--- src/rtl/cnt_sched_pkg.sv ---
// Shared types and helpers for the cnt_load_sched round-robin counter scheduler.
// Default widths and the round-robin pick function live here.
package cnt_sched_pkg;

  typedef enum logic [1:0] {IDLE, LOAD, RUN, DONE} state_t;

  localparam int DEF_NUM_REQ = 4;
  localparam int DEF_CNT_W   = 4;
  localparam int DEF_RUN_W   = 4;
  localparam int MAX_REQ     = 8;

  typedef struct packed {
    logic       valid;
    logic [2:0] idx;
  } rr_pick_t;

  // Lowest offset from (last+1) wins; scanning downward lets the nearest
  // requester overwrite any farther one.
  function automatic rr_pick_t rr_pick(input logic [MAX_REQ-1:0] req,
                                       input logic [2:0] last, input int n);
    rr_pick_t   r;
    logic [2:0] idx;
    r = '0;
    for (int i = n; i >= 1; i--) begin
      idx = 3'((int'(last) + i) % n);
      if (req[idx]) begin
        r.valid = 1'b1;
        r.idx   = idx;
      end
    end
    return r;
  endfunction

endpackage

--- src/rtl/sched_load_counter.sv ---
// Loadable up-counter shared by all requesters; load takes priority over enable.
module sched_load_counter #(
  parameter int CNT_W = 4
) (
  input  logic             clk,
  input  logic             reset,
  input  logic             load_i,
  input  logic [CNT_W-1:0] load_val_i,
  input  logic             en_i,
  output logic [CNT_W-1:0] count_o
);

  always_ff @(posedge clk) begin
    if (reset) begin
      count_o <= '0;
    end else if (load_i) begin
      count_o <= load_val_i;
    end else if (en_i) begin
      count_o <= count_o + 1'b1;
    end
  end

endmodule

--- src/rtl/cnt_load_sched.sv ---
// Round-robin scheduler granting one shared loadable counter to NUM_REQ agents.
// Optional feature macro SCHED_ABORT_EN: dropping req during RUN aborts the run.
module cnt_load_sched
  import cnt_sched_pkg::*;
#(
  parameter int NUM_REQ = DEF_NUM_REQ,
  parameter int CNT_W   = DEF_CNT_W,
  parameter int RUN_W   = DEF_RUN_W
) (
  input  logic                     clk,
  input  logic                     reset,
  input  logic [NUM_REQ-1:0]       req_i,
  input  logic [NUM_REQ*CNT_W-1:0] load_val_i,
  input  logic [NUM_REQ*RUN_W-1:0] run_len_i,
  output logic [NUM_REQ-1:0]       gnt_o,
  output logic [NUM_REQ-1:0]       done_o,
  output logic                     busy_o,
  output logic [CNT_W-1:0]         count_o,
  output logic [1:0]               state_dbg
);

  localparam int WIN_W = (NUM_REQ > 1) ? $clog2(NUM_REQ) : 1;

  // Handshake: req_i is a level request sampled only in IDLE; gnt_o stays
  // high from LOAD through DONE and done_o pulses for exactly one cycle.
  state_t           state;
  logic [WIN_W-1:0] win;
  logic [WIN_W-1:0] last;
  logic [CNT_W-1:0] lat_val;
  logic [RUN_W-1:0] lat_run;
  logic [RUN_W-1:0] run_rem;
  rr_pick_t         pick;
  logic [WIN_W-1:0] pick_w;
  logic             run_hold;
  logic             cnt_load;
  logic             cnt_en;

  always_comb begin
    pick   = rr_pick(MAX_REQ'(req_i), 3'(last), NUM_REQ);
    pick_w = WIN_W'(pick.idx);
  end

`ifdef SCHED_ABORT_EN
  assign run_hold = req_i[win];
`else
  assign run_hold = 1'b1;
`endif

  assign cnt_load  = (state == LOAD);
  assign cnt_en    = (state == RUN) && run_hold;
  assign state_dbg = state;

  always_ff @(posedge clk) begin
    if (reset) begin
      state   <= IDLE;
      win     <= '0;
      last    <= WIN_W'(NUM_REQ - 1);
      lat_val <= '0;
      lat_run <= '0;
      run_rem <= '0;
      gnt_o   <= '0;
      done_o  <= '0;
      busy_o  <= 1'b0;
    end else begin
      done_o <= '0;
      case (state)
        IDLE: begin
          if (pick.valid) begin
            state   <= LOAD;
            win     <= pick_w;
            lat_val <= load_val_i[pick_w*CNT_W +: CNT_W];
            lat_run <= run_len_i[pick_w*RUN_W +: RUN_W];
            gnt_o   <= NUM_REQ'(1) << pick_w;
            busy_o  <= 1'b1;
          end
        end
        LOAD: begin
          run_rem <= lat_run;
          if (lat_run == '0) begin
            state  <= DONE;
            done_o <= gnt_o;
          end else begin
            state <= RUN;
          end
        end
        RUN: begin
          run_rem <= run_rem - 1'b1;
          if (!run_hold) begin
            // Aborted run: release without done, aborter drops to lowest priority.
            state  <= IDLE;
            last   <= win;
            gnt_o  <= '0;
            busy_o <= 1'b0;
          end else if (run_rem == RUN_W'(1)) begin
            state  <= DONE;
            done_o <= gnt_o;
          end
        end
        DONE: begin
          state  <= IDLE;
          last   <= win;
          gnt_o  <= '0;
          busy_o <= 1'b0;
        end
        default: state <= IDLE;
      endcase
    end
  end

  sched_load_counter #(.CNT_W(CNT_W)) u_counter (
    .clk        (clk),
    .reset      (reset),
    .load_i     (cnt_load),
    .load_val_i (lat_val),
    .en_i       (cnt_en),
    .count_o    (count_o)
  );

endmodule
--- config.mk ---
export PLATFORM = sky130hd
export DESIGN_NAME = cnt_load_sched
export DESIGN_NICKNAME = d
export VERILOG_FILES = /design/src/rtl/cnt_sched_pkg.sv /design/src/rtl/sched_load_counter.sv /design/src/rtl/cnt_load_sched.sv
export SDC_FILE = /design/constraint.sdc
export NUM_CORES = 1
export LEC_CHECK = 0
export CAP_MARGIN = 20
export CORE_MARGIN = 2
export CORE_UTILIZATION = 25
export CTS_CLUSTER_DIAMETER = 30
export CTS_CLUSTER_SIZE = 24
export DETAILED_ROUTE_END_ITERATION = 7
export SLEW_MARGIN = 40
export SYNTH_ARGS = -nofsm -noshare
export SYNTH_HDL_FRONTEND = slang
export SYNTH_HIERARCHICAL = 1
export SYNTH_SLANG_ARGS = --single-unit
--- constraint.sdc ---
create_clock -name clk -period 1.8 [get_ports clk]
set_input_delay 0.27 -clock clk [delete_from_list [all_inputs] [get_ports clk]]
set_output_delay 0.27 -clock clk [all_outputs]
set_load 0.03 [all_outputs]
---- Word level (Yosys, flattened, before mapping) ----
Cells that the tools add are included.
word-level totals
  flip-flop bits (word level) ............. 31
  latch bits .............................. 0
  RAM bits ................................ 0
  bits in read-only memories .............. 0
  bits of input ports ..................... 38
  output and inout bits ................... 15
  word-level logic and storage cells ...... 70
  memories kept ........................... 0
operators by class
  $add $sub $neg .......................... 6
  multipliers ............................. 0
  divide/modulo/power cells ............... 0
  order comparisons ....................... 4
  equality and inequality tests ........... 6
  shift-type cells ........................ 3
  multiplexer cells ....................... 26
  bitwise operators ....................... 4
  reductions and logical operators ........ 11
operators by type and width
  operator                                                                      count
  4-bit 2-to-1 mux                                                              9
  16-bit by 5-bit variable part select with 4-bit output                        2
  4-bit case mux with 2 select lines                                            3
  3-bit by 4-bit less-than comparator with 1-bit output, second input constant  4
  1-bit binary-select mux with 3-bit select                                     4
  2-bit case mux with 4 select lines                                            1
  2-bit OR reduction                                                            4
  1-bit 2-to-1 mux                                                              6
  2-bit AND reduction                                                           3
  2-bit by 1-bit adder with 2-bit output, second input constant                 2
  2-bit adder, second input constant                                            2
  4-bit by 1-bit adder with 4-bit output, second input constant                 1
  1-bit bitwise AND, first input constant                                       4
  2-bit == test, second input constant                                          2
  4-bit by 1-bit == test with 1-bit output, second input constant               1
  4-bit zero test                                                               1
  2-bit 2-to-1 mux                                                              2
  2-bit nonzero test                                                            2
  1-bit by 2-bit << shifter with 4-bit output, first input constant             1
  4-bit by 1-bit subtractor with 4-bit output, second input constant            1
  2-bit by 1-bit == test with 1-bit output, second input constant               1
  2-bit zero test                                                               1
  2-bit by 1-bit inequality test with 1-bit output, second input constant       1
  2-bit inequality test, second input constant                                  1
  1-bit case mux with 2 select lines                                            1

---- Longest topological paths before layout ----
Gate-level depths: netlist of run 1.
  depth after elaboration ................. 12
  gate-level depth with buffers ........... 7
  gate-level depth less buffers ........... 7

---- Hierarchy ----
The synthesis of run 1 kept the hierarchy.
by module, submodules not included
  module              instances  cells each  area each (µm²)  seq. area each (µm²)
  cnt_load_sched      1          170         1586.5           540.5
  sched_load_counter  1          22          205.2            80.1

---- Worst setup path before layout of run 1 ----
OpenSTA, ideal clock, no wires.
  path type ............................... register to register
  from .................................... reg state[0], in the netlist state_dbg[0]
  to ...................................... reg done_o[2]
  library setup time ...................... 0.115 ns
  arrival ................................. 1.788 ns
  required time ........................... 1.685 ns
  slack ................................... -0.103 ns
  cell stages (with the launch flop) ...... 8
  buffers on the path ..................... 0
  period minus slack after synthesis ...... 1.903 ns
  path through ............................ dfxtp_1 -> inv_1 -> ha_1 -> nor2b_1 -> and3b_1 -> o21ai_0 -> nor2_1 -> and2_1
on the way
  word-level cells in the longest chain between the ends .. 2
  elaborated cells between the ends (all ways) .. 3
  classes of those cells .................. 2 x eq/ne; 1 x mux
RTL lines
  what                                line                  source
  start, declared                     cnt_load_sched.sv:26  state_t state;
  start signal, assigned              cnt_load_sched.sv:55  state <= IDLE;
  start signal, assigned              cnt_load_sched.sv:69  state <= LOAD;
  start signal, assigned              cnt_load_sched.sv:80  state <= DONE;
  2-bit == test                       -
  via cnt_en                          cnt_load_sched.sv:36  logic cnt_en;
  4-bit case mux with 2 select lines  cnt_load_sched.sv:66  case (state)
  end signal, assigned                cnt_load_sched.sv:81  done_o <= gnt_o;
  end signal, assigned                cnt_load_sched.sv:96  done_o <= gnt_o;
  end, declared                       cnt_load_sched.sv:16  output logic [NUM_REQ-1:0] done_o,
The timed path passes the listed nets, and every way through them passes these cells.
A chain may end at the register's enable or synchronous reset.

---- Worst setup path in the final report of run 1 ----
  from .................................... in req_i[3]
  to ...................................... reg lat_val[2]
on the way
  word-level cells in the longest chain between the ends .. 7
  elaborated cells between the ends (all ways) .. 14
  classes of those cells .................. 1 x shift; 12 x mux; 1 x reduce/logical
RTL lines
  what                                                                                                  line                  source
  start, declared                                                                                       cnt_load_sched.sv:12  input logic [NUM_REQ-1:0] req_i,
  1-bit binary-select mux with 3-bit select                                                             cnt_sched_pkg.sv:26   if (req[idx]) begin
  1-bit 2-to-1 mux (not written as such)                                                                cnt_sched_pkg.sv:26
  4-bit 2-to-1 mux (3 in a row)                                                                         cnt_sched_pkg.sv:26
  4-bit 2-to-1 mux (*)                                                                                  cnt_sched_pkg.sv:26
  16-bit by 5-bit variable part select with 4-bit output / 2-bit AND reduction (equally long branches)  -
  end signal, assigned                                                                                  cnt_load_sched.sv:71  lat_val <= load_val_i[pick_w*CNT_W +: CNT_W];
  end, declared                                                                                         cnt_load_sched.sv:29  logic [CNT_W-1:0] lat_val;
Every way passes the cells marked *; elsewhere a longest branch is shown, timed or not. The select of a mux whose other input is x is not followed.

==> summary.txt, run 1 <==
Global routing
  – GRT overflow: 0
  – Vias in the first global route: around 1500
  – GRT Util Overall: a little over a tenth
  – Largest net degree at the start of global routing: 24
  – First-pass GRT wire length: roughly 6600 µm
  – Initial antenna violation count: 0

Cells and area
  – Fill count: 682
  – Finished Layout Cells: roughly 360
  – P&R area growth vs syn: 46.9%
  – Final #Nets: 307
  – Diodes inserted: 0
  – Most frequent cells in the layout: clkdlybuf4s50_1 (52), dfxtp_1 (29), nor2_1 (22), mux2i_1 (21), buf_4 (18)
  – Commonest non-fill, non-tap cell in the layout: clkdlybuf4s50_1
  – Util after Layout: around two fifths
  – Share of cells above drive strength 1: between 10% and 20%

CTS
  – CTS Hold Bufs: 0
  – H-tree levels: 2
  – Clock buffer count from CTS: 5
  – Reg clk slew, reported paths: approximately 0.06 ns
  – CTS max path bufs: 2
  – Post-CTS setup buffers: 0
  – CTS tree: built
  – Post-CTS Resized: 0
  – Root Buffer: clkbuf_8
  – Worst-Skew Late Latency: 0.27 ns
  – Clock Sinks: 31

Power
  – Flop pwr share: roughly a third
  – Maximum vdd drop: ~0.44 mV
  – Clock power frac: between 10% and 20%
  – Switch share: 38.0%
  – Power Density: 1260 mW/mm²
  – Comb pwr share: roughly 53%
  – Net Switching: 0.00126 W
  – Pwr Total: 0.00332 W
  – P_leak: about 1.1 nW
  – Internal power: 0.00206 W

Floorplanning
  – Top Ports: 53
  – Initial Util: 26.1%
  – DIE HEIGHT: just under 90 µm
  – Die footprint: approximately 0.008 mm²
  – Row count: 30
  – Die X-Extent: ~89 µm
  – Core area: 0.00687 mm²

Synthesis
  – Ys async rst share: 0%
  – Avg Cell Area, Syn: between 9 and 10 µm²
  – Unique masters post-synth: 42
  – Register area share after synthesis: 34.6%
  – Netlist Area Pre-Place: around 0.0018 mm²
  – Syn Inst Count: about 190
  – Synth Warn #: 6
  – EDFF count, synth: 0
  – #FFs+latches synth: 31
  – Syn nets: between 200 and 250
  – Post-synth top flop: dfxtp_1

Placement
  – HPWL after DPL: ~3100 µm
  – Dpl cells: between 300 and 400
  – Final Wtd Congestion: about 0.77
  – Port Buffer Count: 52
  – Dpl ws: -0.195 ns

Job
  – Max Cap Viol: 0

STA
  – Clock skew: about 0.0035 ns
  – Tcrit/Tclk final: 95.0%
  – RSZ-0062 raised after global routing: false
  – Fin. Hold Viols: 0
  – Actual slew at the worst max-slew pin: about 0.35 ns
  – Final setup violation count: 0
  – Max Freq: 585 MHz
  – Relative slew slack: between 70 and 80%
  – Worst Slack Setup Final: around 0.09 ns
  – Post-layout min period: roughly 1.7 ns
  – Fin. max-slew vios: 0

Routing
  – Routed Antenna Nets: 0
  – Initial detailed-routing violation count: 25
  – Via count: ~1600
  – Wirelength, routed: between 3000 and 4000 µm
  – Drt first pass iters: 4
  – Vias/cell: 4.41
  – # DRC: 0
  – WL per Instance: between 10 and 15 µm

Critical path
  – Crit path arrival time: ~1.9 ns
  – Worst reg2reg setup slack: 0.18 ns
  – CP Capture Type: flip-flop
  – Worst-path maximum fanout: 9
  – Reg-to-reg startpoint: state_dbg[1]$_SDFFE_PP0P_
  – Worst reg2reg endpoint: lat_run[3]$_SDFFE_PP0P_
  – Worst R2R Path Depth: 6
  – CP Launch Type: primary input
  – Critical Path RT: ~2 ns
  – Kind of critical path: primary input to flip-flop
  – CP startpoint: req_i[3]

Hold path
  – Hold Crit Depth: 1
  – Hold endpoint: last[1]$_SDFFE_PP1P_
  – Type of the most critical hold path: flip-flop to flip-flop
  – Hold path start: win[1]$_SDFFE_PP0P_

Status
  – Outcome: finished, final reports clean
through the flow:
stage          instance area [µm²]  hold WS (ns)  TNS (ns)
6_report                      2630         0.457         0
5_1_grt                       2630         0.471         0
4_1_cts                       2610         0.461         0
3_5_place_dp                  2540         0.449     -2.09
3_3_place_gp                  2540         0.446     -1.82
2_1_floorplan                 1790         0.342         0
worst max-delay path by stage:
stage	to	slack [ns]	depth (start not counted)
2_1_floorplan	done_o[2]$_SDFF_PP0_	0.05	7
3_3_place_gp	lat_run[3]$_SDFFE_PP0P_	-0.17	7
3_5_place_dp	lat_run[3]$_SDFFE_PP0P_	-0.19	7
4_1_cts	state_dbg[0]$_SDFFE_PP0P_	0.01	6
5_1_grt	lat_run[2]$_SDFFE_PP0P_	0.008	7
6_report	lat_val[2]$_SDFFE_PP0P_	0.09	7
routing by layer:
metal	up-vias	track usage [%]	part of all wire (%)
met5	-	0	0
met4	0	2.07	0.33
met3	2	2.89	5.5
met2	45	18.5	48
met1	705	13.3	46
li1	817	-	-
cell usage after synthesis (2+ instances only):
cell type | number | area [µm²]
nand2_1 | 3 | 11.3
inv_1 | 10 | 37.5
mux2_2 | 3 | 33.8
nor2b_1 | 6 | 37.5
and2_1 | 3 | 18.8
o21ai_2 | 7 | 61.3
xnor2_1 | 2 | 17.5
clkbuf_1 | 5 | 18.8
a21oi_1 | 9 | 45.0
buf_2 | 3 | 15.0
o21a_1 | 3 | 22.5
a22oi_1 | 3 | 22.5
a22o_1 | 2 | 17.5
mux2_4 | 5 | 75.1
nand2b_1 | 3 | 18.8
or2_2 | 2 | 12.5
dfxtp_1 | 31 | 621
nor3_1 | 4 | 20.0
nand3b_1 | 8 | 60.1
nor2_1 | 22 | 82.6
a211o_1 | 2 | 17.5
ha_1 | 8 | 100
o22ai_1 | 2 | 12.5
mux2i_1 | 21 | 210
o21ai_0 | 8 | 40.0
flip-flops by register name, indices dropped and copies added (netlist names):
register           count
busy_o                 1
done_o                 4
gnt_o                  4
last                   2
lat_run                4
lat_val                4
run_rem                4
state_dbg              2
u_counter/count_o      4
win                    2
layout make-up:
class                           count  area, µm²  share of cell area [%]
Timing Repair Buffer               72        696                    26.4
Inverter                           10       37.5                    1.43
Clock buffer                        6       72.6                    2.76
Tap cell                           96        120                    4.56
Multi-Input combinational cell    141       1080                    41.1
Sequential cell                    31        623                    23.7
power by group through the flow:
stage | sequential, W | combinational [W] | clock [W]
floorplan | 0.00121 | 0.000999 | 0
global placement | 0.00108 | 0.00173 | 0
detailed placement | 0.00109 | 0.00175 | 0
CTS | 0.00107 | 0.00177 | 0.000501
global route | 0.00111 | 0.00195 | 0.000529
finish | 0.00107 | 0.00177 | 0.000478
worst max-delay path, cell delays in order:
cell             delay (ns)
clkdlybuf4s50_1        0.53
nor2b_1                0.21
o21ai_0                0.11
o211ai_1               0.15
buf_12                 0.18
mux2_2                 0.33
o21ai_1                0.12
cells by family (layout without fill, tap and decap cells):
logic type	Yosys count	count (layout)	synth area share [%]
AND/OR/NAND/NOR	57	57	17.0
AO/OA/AOI/OAI	43	43	16.9
flip-flops	31	31	34.6
multiplexers	30	30	18.4
buffers and inverters	20	88	5.94
adder cells (fa/ha/maj)	8	8	5.59
XOR/XNOR	3	3	1.47
(Power assumes the default switching activity.)
==> run 2: changes to the inputs <==
==> constraint.sdc (replaced) <==
create_clock -name clk -period 1.8 [get_ports clk]
set_input_delay 0.27 -clock clk [delete_from_list [all_inputs] [get_ports clk]]
set_output_delay 0.27 -clock clk [all_outputs]
set_load 0.01 [all_outputs]
==> summary.txt, run 2 (synthesis gave the netlist of run 1 again) <==
Status
  – Outcome: finished, final reports clean (unchanged)

Cells and area
  – Most frequent cells in the layout: clkdlybuf4s50_1 (52), dfxtp_1 (31), nor2_1 (22), mux2i_1 (21), buf_4 (16) (was clkdlybuf4s50_1 (52), dfxtp_1 (29), nor2_1 (22), mux2i_1 (21), buf_4 (18))
  – Commonest non-fill, non-tap cell in the layout: clkdlybuf4s50_1 (unchanged)
  – Finished Cell Area: 0.00261 mm² (was 0.00263 mm²)
  – Fill count: 718 (was 682)
  – P&R area growth vs syn: 45.5% (was 46.9%)
  – Share of cells above drive strength 1: 17.4% (was 19.6%)
  – Finished Layout Cells: 354 (was 356)
  – Final #Nets: 305 (was 307)
  – Diodes inserted: 0 (unchanged)

Critical path
  – Crit path arrival time: 1.87 ns (was 1.91 ns)
  – Kind of critical path: primary input to flip-flop (unchanged)
  – CP Launch Type: primary input (unchanged)
  – Critical Path RT: 1.97 ns (was 2.00 ns)
  – CP Capture Type: flip-flop (unchanged)
  – Worst-path maximum fanout: 19 (was 9)

Placement
  – Port Buffer Count: 52 (unchanged)
  – HPWL after DPL: 3190 µm (was 3130 µm)
  – Final Wtd Congestion: 0.819 (was 0.770)
  – DP Area: 0.00252 mm² (was 0.00254 mm²)
  – Dpl cells: 348 (was 350)

Floorplanning
  – Initial Util: 26.1% (unchanged)
  – Core area: 0.00687 mm² (unchanged)
  – Row count: 30 (unchanged)
  – DIE HEIGHT: 88.7 µm (unchanged)
  – Die footprint: 0.00786 mm² (unchanged)
  – Die X-Extent: 88.7 µm (unchanged)
  – Top Ports: 53 (unchanged)

Global routing
  – Largest net degree at the start of global routing: 20 (was 24)
  – GRT overflow: 0 (unchanged)
  – Initial antenna violation count: 0 (unchanged)
  – First-pass GRT wire length: 6620 µm (was 6600 µm)
  – GRT Util Overall: 10.8% (was 10.6%)
  – Vias in the first global route: 1517 (was 1493)

STA
  – Relative slew slack: 76.5% (was 76.6%)
  – Tcrit/Tclk final: 94.7% (was 95.0%)
  – Hold WS: 0.466 ns (was 0.457 ns)
  – Fin. max-slew vios: 0 (unchanged)
  – Actual slew at the worst max-slew pin: 0.349 ns (was 0.351 ns)
  – Final setup violation count: 0 (unchanged)
  – Clock skew: 0.00333 ns (was 0.00354 ns)
  – Post-layout min period: 1.70 ns (was 1.71 ns)
  – Max Freq: 587 MHz (was 585 MHz)
  – Fin. Hold Viols: 0 (unchanged)

CTS
  – Clock buffer count from CTS: 5 (unchanged)
  – Worst-Skew Late Latency: 0.28 ns (was 0.27 ns)
  – Reg clk slew, reported paths: 0.06 ns (about the same)
  – CTS max path bufs: 2 (unchanged)
  – H-tree levels: 2 (unchanged)
  – Root Buffer: clkbuf_8 (unchanged)
  – Clock Sinks: 31 (unchanged)
  – CTS tree: built (unchanged)

Routing
  – WL per Instance: 11.1 µm (was 11.0 µm)
  – Via count: 1554 (was 1569)
  – Vias/cell: 4.39 (was 4.41)
  – Drt first pass iters: 4 (unchanged)
  – # DRC: 0 (unchanged)
  – Routed Antenna Nets: 0 (unchanged)
  – Wirelength, routed: 3940 µm (was 3930 µm)
  – Initial detailed-routing violation count: 17 (was 25)

Power
  – Power Density: 1220 mW/mm² (was 1260 mW/mm²)
  – P_leak: 1.08 nW (was 1.09 nW)
  – Pwr Total: 0.00318 W (was 0.00332 W)
  – Maximum vdd drop: 0.366 mV (was 0.435 mV)

Hold path
  – Type of the most critical hold path: flip-flop to flip-flop (unchanged)

Job
  – Max Cap Viol: 0 (unchanged)
## run 2: cell type report
cell class	instances	area, µm²	share of cell area [%]
sequential	31	621	23.8
inverter	10	37.5	1.44
tap	96	120	4.61
timing repair buffer	70	681	26.1
clock buffer	6	72.6	2.78
multi-input combinational	141	1070	41.2
## run 2: worst max-delay path, cell delays in order
cell and delay (ns):
clkdlybuf4s50_1 0.50, or3b_1 0.37, o211ai_2 0.10, buf_12 0.20, mux2i_1 0.21, mux2_4 0.17, o21ai_2 0.04
## run 2: where the power goes
group          leakage [nW]  internal [W]  switching [W]  total, W
clock network        0.0371      0.000257       0.000234  0.000491
registers             0.254      0.000898       0.000153   0.00105
logic                 0.789      0.000885       0.000752   0.00164
## run 2: final timing paths
| kind | start | to | slack (ns) | cells past startpoint |
|---|---|---|---|---|
| worst min register to register | win[1]$_SDFFE_PP0P_ | last[1]$_SDFFE_PP1P_ | 0.47 | 1 |
| worst max register to register | run_rem[1]$_SDFFE_PP0P_ | state_dbg[1]$_SDFFE_PP0P_ | 0.13 | 8 |
| worst max-delay path | req_i[1] | lat_run[1]$_SDFFE_PP0P_ | 0.1 | 7 |
| worst min-delay path | win[1]$_SDFFE_PP0P_ | last[1]$_SDFFE_PP1P_ | 0.47 | 1 |
## run 2: repair_timing
item,in CTS,in global routing
endpoints found under the setup margin,0,3
setup buffers,0,0
hold buffers,0,0
gates resized for setup,0,3
## run 2: metrics by stage
step	util, %	setup TNS (ns)	setup slack [ns]
after floorplan	-	0	0.0819
after global placement	36.7	-1.60	-0.174
after detailed placement	36.7	-2.06	-0.226
after CTS	37.8	0	0.0765
after global routing	37.9	-0.0152	-0.0152
final	37.9	0	0.0963
## run 2: layer usage
metal	share of wire, %	up-vias	global-route usage (%)
li1	-	809	-
met1	43	695	12.2
met2	49	43	18.9
met3	6.4	7	3.82
met4	1.5	0	3.72
met5	0	-	0
==> run 3: changes to the inputs <==
--- a/config.mk
+++ b/config.mk
@@ -5,6 +5,7 @@
 export SDC_FILE = /design/constraint.sdc
 export NUM_CORES = 1
 export LEC_CHECK = 0
+export ABC_CLOCK_PERIOD_IN_PS = 1800
 export CAP_MARGIN = 20
 export CORE_MARGIN = 2
 export CORE_UTILIZATION = 25
@@ -14,5 +15,4 @@
 export SLEW_MARGIN = 40
 export SYNTH_ARGS = -nofsm -noshare
 export SYNTH_HDL_FRONTEND = slang
-export SYNTH_HIERARCHICAL = 1
 export SYNTH_SLANG_ARGS = --single-unit
==> summary.txt, run 3 <==
Status
  – Outcome: finished, final reports clean (unchanged)

Placement
  – Final Wtd Congestion: 0.770 (was 0.819)
  – HPWL after DPL: 3320 µm (was 3190 µm)
  – DP Area: 0.00250 mm² (was 0.00252 mm²)
  – Port Buffer Count: 52 (unchanged)

Floorplanning
  – Die footprint: 0.00769 mm² (was 0.00786 mm²)
  – Row count: 30 (unchanged)
  – DIE HEIGHT: 87.7 µm (was 88.7 µm)
  – Core area: 0.00679 mm² (was 0.00687 mm²)
  – Top Ports: 53 (unchanged)
  – Die X-Extent: 87.7 µm (was 88.7 µm)
  – Initial Util: 25.8% (was 26.1%)

Routing
  – Drt first pass iters: 4 (unchanged)
  – Routed Antenna Nets: 0 (unchanged)
  – Via count: 1623 (was 1554)
  – WL per Instance: 12.2 µm (was 11.1 µm)
  – # DRC: 0 (unchanged)
  – Vias/cell: 4.51 (was 4.39)
  – Wirelength, routed: 4400 µm (was 3940 µm)
  – Initial detailed-routing violation count: 45 (was 17)

Power
  – Maximum vdd drop: 0.606 mV (was 0.366 mV)
  – Power Density: 1230 mW/mm² (was 1220 mW/mm²)
  – Clock power frac: 18.9% (was 15.4%)
  – Flop pwr share: 31.5% (was 33.1%)
  – Internal power: 0.00209 W (was 0.00204 W)
  – Switch share: 35.8% (about the same)
  – Comb pwr share: 49.6% (was 51.5%)
  – P_leak: 1.11 nW (was 1.08 nW)
  – Net Switching: 0.00117 W (was 0.00114 W)

Critical path
  – Worst stage delay on the critical path: 0.50 ns (about the same)
  – Worst R2R Path Depth: 6 (was 8)
  – CP max-delay cell: clkdlybuf4s50_1 (unchanged)
  – CP delay by family, top: buffers and inverters (unchanged)
  – CP Capture Type: flip-flop (unchanged)
  – Crit path arrival time: 1.88 ns (was 1.87 ns)
  – Worst reg2reg setup slack: 0.14 ns (was 0.13 ns)
  – Critical-path cell list: clkdlybuf4s50_1 -> nor2b_1 -> o21ai_0 -> o211ai_1 -> buf_4 -> mux2_2 -> o21ai_2 (was clkdlybuf4s50_1 -> or3b_1 -> o211ai_2 -> buf_12 -> mux2i_1 -> mux2_4 -> o21ai_2)
  – Kind of critical path: primary input to flip-flop (unchanged)
  – Critical Path RT: 2.02 ns (was 1.97 ns)
  – CP bufs+invs: 2 (unchanged)
  – CP Launch Type: primary input (unchanged)
  – Worst reg2reg endpoint: state_dbg[0]$_SDFFE_PP0P_ (was state_dbg[1]$_SDFFE_PP0P_)
  – Reg-to-reg startpoint: run_rem[1]$_SDFFE_PP0P_ (unchanged)
  – Worst-path maximum fanout: 9 (was 19)

STA
  – Fin. Hold Viols: 0 (unchanged)
  – Post-layout min period: 1.66 ns (was 1.70 ns)
  – Clock skew: 0.00450 ns (was 0.00333 ns)
  – Relative slew slack: 76.4% (was 76.5%)
  – Actual slew at the worst max-slew pin: 0.353 ns (was 0.349 ns)
  – Tcrit/Tclk final: 92.4% (was 94.7%)
  – RSZ-0062 raised after global routing: true
  – Fin. max-slew vios: 0 (unchanged)
  – Final setup violation count: 0 (unchanged)
  – Hold WS: 0.468 ns (was 0.466 ns)
  – Max Freq: 601 MHz (was 587 MHz)

Synthesis
  – Synth Warn #: 0 (was 6)
  – Syn nets: 237 (was 238)
  – Ys async rst share: 0% (unchanged)
  – Syn Inst Count: 191 (was 192)
  – Unique masters post-synth: 38 (was 42)
  – Synth top area share: 35.5% (was 34.6%)
  – Netlist Area Pre-Place: 0.00175 mm² (was 0.00179 mm²)
  – EDFF count, synth: 0 (unchanged)
  – Avg Cell Area, Syn: 9.16 µm² (was 9.33 µm²)
  – Post-synth top flop: dfxtp_1 (unchanged)
  – #FFs+latches synth: 31 (unchanged)
  – Register area share after synthesis: 35.5% (was 34.6%)
  – Count leader, synth: dfxtp_1 (unchanged)
  – Top cells by area, synth: dfxtp_1 (35%), mux2i_1 (13%), ha_1 (5.7%) (was dfxtp_1 (35%), mux2i_1 (12%), ha_1 (5.6%))
  – Synth top cells by count: dfxtp_1 (31), nor2_1 (26), mux2i_1 (22) (was dfxtp_1 (31), nor2_1 (22), mux2i_1 (21))
  – Most area-hungry cell type in the Yosys netlist: dfxtp_1 (unchanged)

Hold path
  – Type of the most critical hold path: flip-flop to flip-flop (unchanged)
  – Hold endpoint: last[0]$_SDFFE_PP1P_ (was last[1]$_SDFFE_PP1P_)
  – Hold path start: win[0]$_SDFFE_PP0P_ (was win[1]$_SDFFE_PP0P_)
  – Hold Crit Depth: 1 (unchanged)

CTS
  – Clock buffer count from CTS: 5 (unchanged)
  – Root Buffer: clkbuf_8 (unchanged)
  – Worst-Skew Late Latency: 0.28 ns (about the same)
  – Clock Sinks: 31 (unchanged)
  – CTS tree: built (unchanged)
  – CTS Hold Bufs: 0 (unchanged)
  – H-tree levels: 2 (unchanged)
  – CTS max path bufs: 2 (unchanged)
  – Reg clk slew, reported paths: 0.07 ns (was 0.06 ns)

Cells and area
  – Share of cells above drive strength 1: 19.3% (was 17.4%)
  – Most frequent cells in the layout: clkdlybuf4s50_1 (50), dfxtp_1 (31), nor2_1 (26), mux2i_1 (22), buf_4 (20) (was clkdlybuf4s50_1 (52), dfxtp_1 (31), nor2_1 (22), mux2i_1 (21), buf_4 (16))
  – P&R area growth vs syn: 51.5% (was 45.5%)
  – Finished Cell Area: 0.00265 mm² (was 0.00261 mm²)
  – Diodes inserted: 0 (unchanged)
  – Commonest non-fill, non-tap cell in the layout: clkdlybuf4s50_1 (unchanged)
  – Final #Nets: 309 (was 305)

Global routing
  – Initial antenna violation count: 0 (unchanged)
  – First-pass GRT wire length: 7220 µm (was 6620 µm)
  – GRT overflow: 0 (unchanged)
  – GRT Util Overall: 12.1% (was 10.8%)
  – Largest net degree at the start of global routing: 17 (was 20)
  – Vias in the first global route: 1592 (was 1517)

Job
  – Max Cap Viol: 0 (unchanged)
run 3: changes by cell type in the layout (fill, tap and decap cells not counted), moves of 3 or more:
| cell | previous run | this run |
|---|---|---|
| o21a_1 | 3 | 0 |
| mux2_2 | 3 | 7 |
| a21oi_1 | 9 | 5 |
| mux2_4 | 5 | 1 |
| nand2b_1 | 3 | 6 |
| nor2_1 | 22 | 26 |
| buf_4 | 16 | 20 |
run 3: metal layers:
layer  vias up  global-route usage (%)  part of all wire, %
li1        827                       -                    -
met1       746                    14.5                   47
met2        44                    20.1                   47
met3         6                    4.05                  4.8
met4         0                    4.62                  1.2
met5         -                       0                    0
run 3: logic make-up (layout without fill, tap and decap cells):
| group | after synthesis | in the layout | synth area share, % |
|---|---|---|---|
| AND/OR/NAND/NOR | 58 | 58 | 17.5 |
| AO/OA/AOI/OAI | 45 | 45 | 18.0 |
| flip-flops | 31 | 31 | 35.5 |
| multiplexers | 30 | 30 | 17.7 |
| buffers and inverters | 19 | 92 | 5.58 |
| adder cells (fa/ha/maj) | 8 | 8 | 5.72 |
run 3: final cells by class:
type | count | area (µm²)
clock buffers | 8 | 100
fillers | 710 | 4140
inverters | 9 | 33.8
multi-input cells | 141 | 1050
flip-flops and latches | 31 | 621
well taps | 96 | 120
repair buffers | 75 | 732
run 3: what timing repair did:
item	in CTS	in global routing
buffers inserted	0	1
resized for setup	0	8
endpoints found under the setup margin	0	6
run 3: worst max-delay path by stage:
stage / startpoint / to / depth (start not counted)
after floorplan: run_rem[1]$_SDFFE_PP0P_ / state_dbg[0]$_SDFFE_PP0P_ / 6
after global placement: req_i[1] / lat_val[2]$_SDFFE_PP0P_ / 7
after detailed placement: req_i[1] / lat_val[2]$_SDFFE_PP0P_ / 8
after CTS: req_i[1] / lat_val[2]$_SDFFE_PP0P_ / 8
after global routing: run_rem[1]$_SDFFE_PP0P_ / state_dbg[0]$_SDFFE_PP0P_ / 6
final: req_i[3] / lat_val[0]$_SDFFE_PP0P_ / 7
run 3: metrics by stage:
step	utilization (%)	setup TNS [ns]	setup slack (ns)	cells	power [W]
detailed placement	36.8	-1.72	-0.221	350	0.00260
floorplan	-	0	0.147	191	0.00199
CTS	38.2	0	0.0844	358	0.00323
finish	39.0	0	0.136	360	0.00326
global placement	36.8	-1.62	-0.203	350	0.00257
global route	39.0	-0.0172	-0.0172	360	0.00353
run 3: power groups by stage:
stage                     combinational (W)  clock (W)  sequential (W)
final                               0.00161   0.000615         0.00103
after global routing                0.00180   0.000678         0.00105
after CTS                           0.00156   0.000639         0.00103
after detailed placement            0.00156          0         0.00104
after global placement              0.00153          0         0.00104
after floorplan                    0.000962          0         0.00103
